`config.mk`:
```
export PLATFORM = sky130hd
export DESIGN_NAME = data_mem_unit_flat
export DESIGN_NICKNAME = d
export VERILOG_FILES = /design/src/rtl/dmem_pkg.sv /design/src/rtl/data_mem_unit_if.sv /design/src/rtl/mem_lane_align.sv /design/src/rtl/data_mem_unit.sv /design/src/flat_wrapper.sv
export SDC_FILE = /design/constraint.sdc
export NUM_CORES = 2
export LEC_CHECK = 0
export BUFFER_PORTS_ARGS = -buffer_cell sky130_fd_sc_hd__buf_4
export CAP_MARGIN = 20
export CORE_MARGIN = 5
export CORE_UTILIZATION = 49
export DETAILED_ROUTE_END_ITERATION = 6
export GPL_TIMING_DRIVEN = 0
export PLACE_DENSITY = 0.72
export REMOVE_ABC_BUFFERS = 1
export SETUP_SLACK_MARGIN = 0.02
export SLEW_MARGIN = 40
export SYNTH_ARGS = -nofsm -noshare
export SYNTH_HDL_FRONTEND = slang
export SYNTH_SLANG_ARGS = --single-unit
```
`constraint.sdc`:
```
create_clock -name clk -period 4 [get_ports clk]
set_input_delay 0.2 -clock clk [delete_from_list [all_inputs] [get_ports clk]]
set_output_delay 0.2 -clock clk [all_outputs]
set_load 0.02 [all_outputs]
```
`src/rtl/dmem_pkg.sv`:
```
// Shared definitions for the byte-addressable data memory.
//   F3_*        : RISC-V load/store funct3 encodings
//   state_t     : controller states (INIT sweep, IDLE, WAIT for latency, RESP)
//   size_bytes  : access size in bytes from funct3[1:0]
package dmem_pkg;

    localparam logic [2:0] F3_B  = 3'b000;
    localparam logic [2:0] F3_H  = 3'b001;
    localparam logic [2:0] F3_W  = 3'b010;
    localparam logic [2:0] F3_D  = 3'b011;
    localparam logic [2:0] F3_BU = 3'b100;
    localparam logic [2:0] F3_HU = 3'b101;
    localparam logic [2:0] F3_WU = 3'b110;

    typedef enum logic [1:0] {
        INIT = 2'd0,
        IDLE = 2'd1,
        WAIT = 2'd2,
        RESP = 2'd3
    } state_t;

    function automatic logic [3:0] size_bytes(input logic [1:0] sz);
        logic [3:0] n;
        case (sz)
            2'd0:    n = 4'd1;
            2'd1:    n = 4'd2;
            2'd2:    n = 4'd4;
            default: n = 4'd8;
        endcase
        return n;
    endfunction

endpackage

```
`src/rtl/data_mem_unit_if.sv`:
```
// Request/response bus of the data memory.
//   master : memory-stage side (drives requests, accepts responses)
//   slave  : data_mem_unit side
//   req_*  : valid/ready request with store flag, byte address, funct3, store data
//   rsp_*  : valid/ready response with extended load data and error flag
interface data_mem_unit_if #(
    parameter int XLEN  = 64,
    parameter int DEPTH = 64
);
    localparam int AW = $clog2(DEPTH * XLEN / 8);

    logic            req_valid;
    logic            req_ready;
    logic            req_we;
    logic [AW-1:0]   req_addr;
    logic [2:0]      req_funct3;
    logic [XLEN-1:0] req_wdata;
    logic            rsp_valid;
    logic            rsp_ready;
    logic [XLEN-1:0] rsp_rdata;
    logic            rsp_err;

    modport master (
        output req_valid, req_we, req_addr, req_funct3, req_wdata, rsp_ready,
        input  req_ready, rsp_valid, rsp_rdata, rsp_err
    );

    modport slave (
        input  req_valid, req_we, req_addr, req_funct3, req_wdata, rsp_ready,
        output req_ready, rsp_valid, rsp_rdata, rsp_err
    );

endinterface

```
`src/rtl/mem_lane_align.sv`:
```
// Combinational byte-lane steering for one 64-bit memory word.
//   we        in  : 1 = store, 0 = load
//   offset    in  : byte offset within the word (addr[2:0])
//   funct3    in  : RISC-V load/store funct3
//   wdata     in  : right-aligned store data
//   rword     in  : addressed memory word
//   byte_en   out : store byte enables (all zero on error or load)
//   wdata_sh  out : store data shifted into its lanes
//   load_data out : extracted, sign/zero-extended load data (zero on store/error)
//   err       out : misaligned or illegal access
module mem_lane_align
    import dmem_pkg::*;
#(
    parameter int XLEN = 64
) (
    input  logic              we,
    input  logic [2:0]        offset,
    input  logic [2:0]        funct3,
    input  logic [XLEN-1:0]   wdata,
    input  logic [XLEN-1:0]   rword,
    output logic [XLEN/8-1:0] byte_en,
    output logic [XLEN-1:0]   wdata_sh,
    output logic [XLEN-1:0]   load_data,
    output logic              err
);

    localparam int NB = XLEN / 8;

    logic [3:0]      size;
    logic            illegal;
    logic            misaligned;
    logic [NB-1:0]   lane_mask;
    logic [XLEN-1:0] shifted;

    always_comb begin
        size       = size_bytes(funct3[1:0]);
        illegal    = we ? funct3[2] : (funct3 == 3'b111);
        misaligned = (({1'b0, offset}) & (size - 4'd1)) != 4'd0;
        err        = illegal | misaligned;

        case (funct3[1:0])
            2'd0:    lane_mask = NB'(8'h01);
            2'd1:    lane_mask = NB'(8'h03);
            2'd2:    lane_mask = NB'(8'h0F);
            default: lane_mask = NB'(8'hFF);
        endcase

        // Enables are forced low on error so a bad store never touches memory.
        byte_en  = (we && !err) ? (lane_mask << offset) : '0;
        wdata_sh = wdata << {offset, 3'b000};

        shifted = rword >> {offset, 3'b000};
        case (funct3)
            F3_B:    load_data = {{(XLEN-8){shifted[7]}},   shifted[7:0]};
            F3_H:    load_data = {{(XLEN-16){shifted[15]}}, shifted[15:0]};
            F3_W:    load_data = {{(XLEN-32){shifted[31]}}, shifted[31:0]};
            F3_D:    load_data = shifted;
            F3_BU:   load_data = {{(XLEN-8){1'b0}},  shifted[7:0]};
            F3_HU:   load_data = {{(XLEN-16){1'b0}}, shifted[15:0]};
            F3_WU:   load_data = {{(XLEN-32){1'b0}}, shifted[31:0]};
            default: load_data = '0;
        endcase
        if (we || err) begin
            load_data = '0;
        end
    end

endmodule

```
`src/rtl/data_mem_unit.sv`:
```
// Byte-addressable RV64 data memory with valid/ready request/response,
// configurable read latency and a zeroing sweep after reset.
//   clk   in : clock, rising edge
//   rst_n in : asynchronous active-low reset
//   bus      : data_mem_unit_if.slave (req_valid/ready/we/addr/funct3/wdata,
//              rsp_valid/ready/rdata/err)
// Parameters: XLEN (64), DEPTH (words, power of 2), RD_LAT (1..4).
module data_mem_unit
    import dmem_pkg::*;
#(
    parameter int XLEN   = 64,
    parameter int DEPTH  = 64,
    parameter int RD_LAT = 1
) (
    input  logic           clk,
    input  logic           rst_n,
    data_mem_unit_if.slave bus
);

    localparam int AW = $clog2(DEPTH * XLEN / 8);
    localparam int WW = AW - 3;
    localparam int NB = XLEN / 8;
    localparam int LW = 2;

    state_t          state;
    logic [WW-1:0]   cnt;
    logic [LW-1:0]   lat_cnt;
    logic [XLEN-1:0] rsp_rdata_q;
    logic            rsp_err_q;

    logic [XLEN-1:0] mem [DEPTH];

    logic [WW-1:0]   word_idx;
    logic [XLEN-1:0] rd_word;
    logic [NB-1:0]   byte_en;
    logic [XLEN-1:0] wdata_sh;
    logic [XLEN-1:0] load_data;
    logic            err;
    logic            accept;

    assign word_idx = bus.req_addr[AW-1:3];
    assign rd_word  = mem[word_idx];
    assign accept   = (state == IDLE) && bus.req_valid;

    mem_lane_align #(
        .XLEN(XLEN)
    ) u_lane (
        .we        (bus.req_we),
        .offset    (bus.req_addr[2:0]),
        .funct3    (bus.req_funct3),
        .wdata     (bus.req_wdata),
        .rword     (rd_word),
        .byte_en   (byte_en),
        .wdata_sh  (wdata_sh),
        .load_data (load_data),
        .err       (err)
    );

    assign bus.req_ready = (state == IDLE);
    assign bus.rsp_valid = (state == RESP);
    assign bus.rsp_rdata = rsp_rdata_q;
    assign bus.rsp_err   = rsp_err_q;

    // Storage has no reset; the INIT sweep clears it one word per cycle.
    always_ff @(posedge clk) begin
        if (state == INIT) begin
            mem[cnt] <= '0;
        end else if (accept && bus.req_we) begin
            for (int unsigned i = 0; i < NB; i++) begin
                if (byte_en[i]) begin
                    mem[word_idx][8*i +: 8] <= wdata_sh[8*i +: 8];
                end
            end
        end
    end

    // Load data is captured at acceptance and simply held through WAIT/RESP.
    always_ff @(posedge clk or negedge rst_n) begin
        if (!rst_n) begin
            state       <= INIT;
            cnt         <= '0;
            lat_cnt     <= '0;
            rsp_rdata_q <= '0;
            rsp_err_q   <= 1'b0;
        end else begin
            case (state)
                INIT: begin
                    cnt <= cnt + WW'(1);
                    if (cnt == WW'(DEPTH - 1)) begin
                        state <= IDLE;
                    end
                end
                IDLE: begin
                    if (bus.req_valid) begin
                        rsp_rdata_q <= load_data;
                        rsp_err_q   <= err;
                        if (RD_LAT == 1) begin
                            state <= RESP;
                        end else begin
                            state   <= WAIT;
                            lat_cnt <= LW'(RD_LAT - 1);
                        end
                    end
                end
                WAIT: begin
                    if (lat_cnt == LW'(1)) begin
                        state <= RESP;
                    end else begin
                        lat_cnt <= lat_cnt - LW'(1);
                    end
                end
                RESP: begin
                    if (bus.rsp_ready) begin
                        state <= IDLE;
                    end
                end
                default: state <= INIT;
            endcase
        end
    end

endmodule
```
`src/flat_wrapper.sv`:
```
// flat-port wrapper written by rule: the top's interface ports become plain ports
module data_mem_unit_flat import dmem_pkg::*;
#(
    parameter int XLEN   = 64,
    parameter int DEPTH  = 64,
    parameter int RD_LAT = 1
)
  (clk, rst_n, bus_req_valid, bus_req_we, bus_req_addr, bus_req_funct3, bus_req_wdata, bus_rsp_ready, bus_req_ready, bus_rsp_valid, bus_rsp_rdata, bus_rsp_err);
  data_mem_unit_if #(.XLEN(XLEN), .DEPTH(DEPTH)) bus_i ();
  input  logic clk;
  input  logic rst_n;
  input wire logic [$bits(bus_i.req_valid)-1:0] bus_req_valid;
  input wire logic [$bits(bus_i.req_we)-1:0] bus_req_we;
  input wire logic [$bits(bus_i.req_addr)-1:0] bus_req_addr;
  input wire logic [$bits(bus_i.req_funct3)-1:0] bus_req_funct3;
  input wire logic [$bits(bus_i.req_wdata)-1:0] bus_req_wdata;
  input wire logic [$bits(bus_i.rsp_ready)-1:0] bus_rsp_ready;
  output wire logic [$bits(bus_i.req_ready)-1:0] bus_req_ready;
  output wire logic [$bits(bus_i.rsp_valid)-1:0] bus_rsp_valid;
  output wire logic [$bits(bus_i.rsp_rdata)-1:0] bus_rsp_rdata;
  output wire logic [$bits(bus_i.rsp_err)-1:0] bus_rsp_err;
  assign bus_i.req_valid = bus_req_valid;
  assign bus_i.req_we = bus_req_we;
  assign bus_i.req_addr = bus_req_addr;
  assign bus_i.req_funct3 = bus_req_funct3;
  assign bus_i.req_wdata = bus_req_wdata;
  assign bus_i.rsp_ready = bus_rsp_ready;
  assign bus_req_ready = bus_i.req_ready;
  assign bus_rsp_valid = bus_i.rsp_valid;
  assign bus_rsp_rdata = bus_i.rsp_rdata;
  assign bus_rsp_err = bus_i.rsp_err;
  data_mem_unit #(.XLEN(XLEN), .DEPTH(DEPTH), .RD_LAT(RD_LAT)) u_core (.clk(clk), .rst_n(rst_n), .bus(bus_i));
endmodule
```
==> flow_summary.yaml <==
detailed_routing:
  detailedRoute.firstPassIterationCount: 6
  drc: 0
  drtAntennaViolNets: 0
  via_count: 93518
  totalWireLength_mm: 551.5
  drt_first_iter_violations: 15921
  avgViaCountPerCell: 6.859
  routed_wire_length_per_instance_um: 40.45
synth:
  yosysUniqueCellTypes: 75
  synth-simple-area-share: 0.02980
  syn-cell-area_um2: 165200
  ys_top_cells_by_area: "edfxtp_1 74%, mux4_2 15%, mux2i_1 2.3%, nor2_1 1.6%, dfrtp_1 1.1%"
  ys_seq_elements: 4171
  post-synth-top-area-fraction: 0.7444
  number_of_enable_flip_flop_cells_after_synthesis: 4096
  post-synth-top-area-cell: "edfxtp_1"
  seq_area_frac_synth: 0.7558
  synth_xor_area_frac: 0.0003711
  netlist_instances: 7961
  synth_compound_area_frac: 0.02572
  synth_async_sr_flop_share: 0.01798
  main_combinational_cell_family_by_area_after_synthesis: "multiplexers"
  dominantRegCellSynth: "edfxtp_1"
  post_synthesis_mux_area_share: 0.1714
  synthMostInstantiatedCell: "edfxtp_1"
  synthesis.area_per_instance_um2: 20.75
  ys.warnings.count: 0
  synth-adder-area-share: 0.0004544
  yosys-top-cells-count: "4096 x edfxtp_1, 1068 x mux4_2, 688 x nor2_1, 385 x mux2i_1, 302 x nand2_1"
power:
  power_mw: 91.33
  power_density_nw_per_um2: 454.1
  irDropWorstVdd_v: 0.0003702
  total_leakage_power_nw: 55.38
setup_path:
  path_class: "input port to flip-flop"
  startpoint_class: "input port"
  arrival_ns: 5.14
  worst-endpoint-required_ns: 4.82
  timing.critical_path.fanout_max: 70
  setup.worst_path.end_class: "flip-flop"
timing:
  period_share: 1.080
  hold_ws_ns: 0.05959
  rsz0062_at_grt: "yes"
  report.final.slew_viol_count: 1
  timing_worst_slew_pin_value_ns: 1.498
  setup_ws_ns: -0.3195
  finalHoldViolations: 0
  finalWorstPathRequiredPeriod_ns: 4.320
  slew_headroom: -0.006604
  maximum_clock_skew_at_final_layout_ns: 0.08548
  setup_violations: 26
  clock.fmax_ghz: 0.2315
final_layout:
  drive_gt1_frac: 0.3698
  layout.core_utilization: 0.5980
  fill_cells: 22144
  final-seq-area_um2: 124900
  multi_input_area_um2: 43590
  total_non_filler_cell_area_in_the_finished_layout_um2: 201100
  final_net_count: 8862
  areaGrowthSynthToFinish_pct: 21.72
floorplanning:
  area_of_the_die_um2: 348900
  fp.dieH_um: 590.7
  die_x_um: 590.7
  floorplan.core_area_um2: 336300
  ioPinCount: 148
  row_count: 213
  floorplan.initialDensity: 0.4913
clock_network:
  cts_tree: "done"
  cts_max_path_buffers: 4
  clk_pin_slew_ns: 0.06
  clk_root_buffer_cell: "clkbuf_16"
  htree_num_levels: 5
  clk-insertion-delay-late_ns: 0.96
  cts_inserted_buffers: 404
  numClockSinks: 4171
placed_design:
  place.gp.congestion: 0.9533
  place.detailed.hpwl_mm: 330.0
  io_buffers: 147
  dpl_cell_area_um2: 177500
flow_run:
  max_cap_viol_count: 1
global_route:
  grt_start_max_net_pins: 95
  grt_antenna_before_repair: 33
  groute.usage.overall: 0.3077
  grt.overflow.total: 0
  grt_pass1_vias: 91307
  grt_first_pass_wirelength_mm: 741.7
run_status:
  failed_checks: "capacitance limit, slew limit, setup timing"
  run_status: "finished, violations left"
hold_path:
  timing.hold.worst.class: "input port to flip-flop"
[placed cells by master (no fill, tap or decap), types with 25 or more instances in the layout]
cell type,n
nor2_2,71
mux2i_1,366
a22oi_1,148
edfxtp_1,4096
buf_16,139
bufinv_16,35
nand3_1,64
nand2_8,43
nor2_4,504
buf_8,85
dfrtp_1,75
o21ai_0,38
mux2_2,37
nor2_1,113
buf_12,240
clkinv_1,80
a221o_1,28
clkbuf_16,417
mux4_2,1068
a21oi_1,74
nand2_1,232
buf_4,352
nor3_1,26
bufbuf_16,25
clkinv_2,82
clkbuf_1,78
a32oi_1,37
o22ai_1,51
[cells by family after synthesis]
logic type	Yosys count
AO/OA/AOI/OAI	591
AND/OR/NAND/NOR	1197
XOR/XNOR	7
adder cells (fa/ha/maj)	6
flip-flops	4171
buffers and inverters	499
multiplexers	1490
[path summary, 6_finish.rpt]
check                                               from                                   end  slack (ns)  cells after the start
max                                      bus_req_addr[4]  u_core.bus.rsp_rdata[18]$_DFFE_PN0P_       -0.32                     15
min                                    bus_req_wdata[12]          u_core.mem[18][20]$_DFFE_PP_        0.06                      4
max in group asynchronous                          rst_n  u_core.bus.rsp_rdata[61]$_DFFE_PN0P_        3.00                      4
min in group asynchronous                          rst_n             u_core.cnt[1]$_DFFE_PN0P_        0.36                      3
max reg2reg                  u_core.state[1]$_DFFE_PN0P_          u_core.mem[31][51]$_DFFE_PP_       -0.01                     15
min reg2reg                u_core.lat_cnt[0]$_DFFE_PN0P_         u_core.lat_cnt[0]$_DFFE_PN0P_        0.49                      1
[registers in the layout, summed over array words and instances, names as in the netlist]
register,cells
u_core.bus.rsp_err,1
u_core.bus.rsp_rdata,64
u_core.cnt,6
u_core.lat_cnt,2
u_core.mem,4096
u_core.state,2
[metal layers]
| metal | wire [um] | global-route usage | vias to the layer above | share of wire |
|---|---|---|---|---|
| li1 | - | - | 34816 | - |
| met1 | 168600 | 0.3681 | 48186 | 0.31 |
| met2 | 245000 | 0.4471 | 8433 | 0.44 |
| met3 | 79110 | 0.1130 | 2051 | 0.14 |
| met4 | 58150 | 0.2530 | 32 | 0.11 |
| met5 | 619 | 0.008484 | - | 0.0011 |
[through the flow]
stage | cells | setup slack [ns] | setup TNS (ns)
after floorplan | 7474 | -2.533 | -
after global placement | 12136 | -29.55 | -
after detailed placement | 12426 | -3.081 | -6622.96
after CTS | 13554 | 0.02147 | 0
after global routing | 13620 | -0.2093 | -1.053
final | 13634 | -0.3195 | -1.144
[critical path, cell delays in order]
cell and delay, ns:
buf_16 0.23, buf_16 0.28, buf_16 0.32, buf_16 0.31
buf_16 0.40, mux4_2 0.30, nand2_1 0.09, a32oi_1 0.34
a22oi_1 0.15, buf_4 0.23, nor3_1 1.17, a21oi_4 0.21
mux2i_1 0.23, nand2_1 0.13, nand3_1 0.15
[cell type report]
| cell class | count | area share |
|---|---|---|
| multi-input combinational | 3292 | 0.2167 |
| inverter | 12 | 0.0003982 |
| sequential | 4171 | 0.6209 |
| clock inverter | 236 | 0.01107 |
| antenna | 16 | 0.0001991 |
| timing repair buffer | 894 | 0.06938 |
| tap | 4515 | 0.02809 |
| clock buffer | 498 | 0.05321 |
[repair_timing]
| item | CTS | global route |
|---|---|---|
| pin swaps | 217 | 43 |
| buffers inserted | 347 | 48 |
| hold buffers | 22 | 0 |
| endpoints found under the hold margin | 505 | 0 |
| gates cloned | 25 | 7 |
| setup endpoints to repair | 5532 | 3712 |
| resized for setup | 826 | 62 |
[report_power, final]
part	switching [mW]	internal (mW)
registers	0.237	47.6
clock network	16.7	21.3
logic	3.56	1.91
No activity file was read; power rests on OpenSTA's default activity.
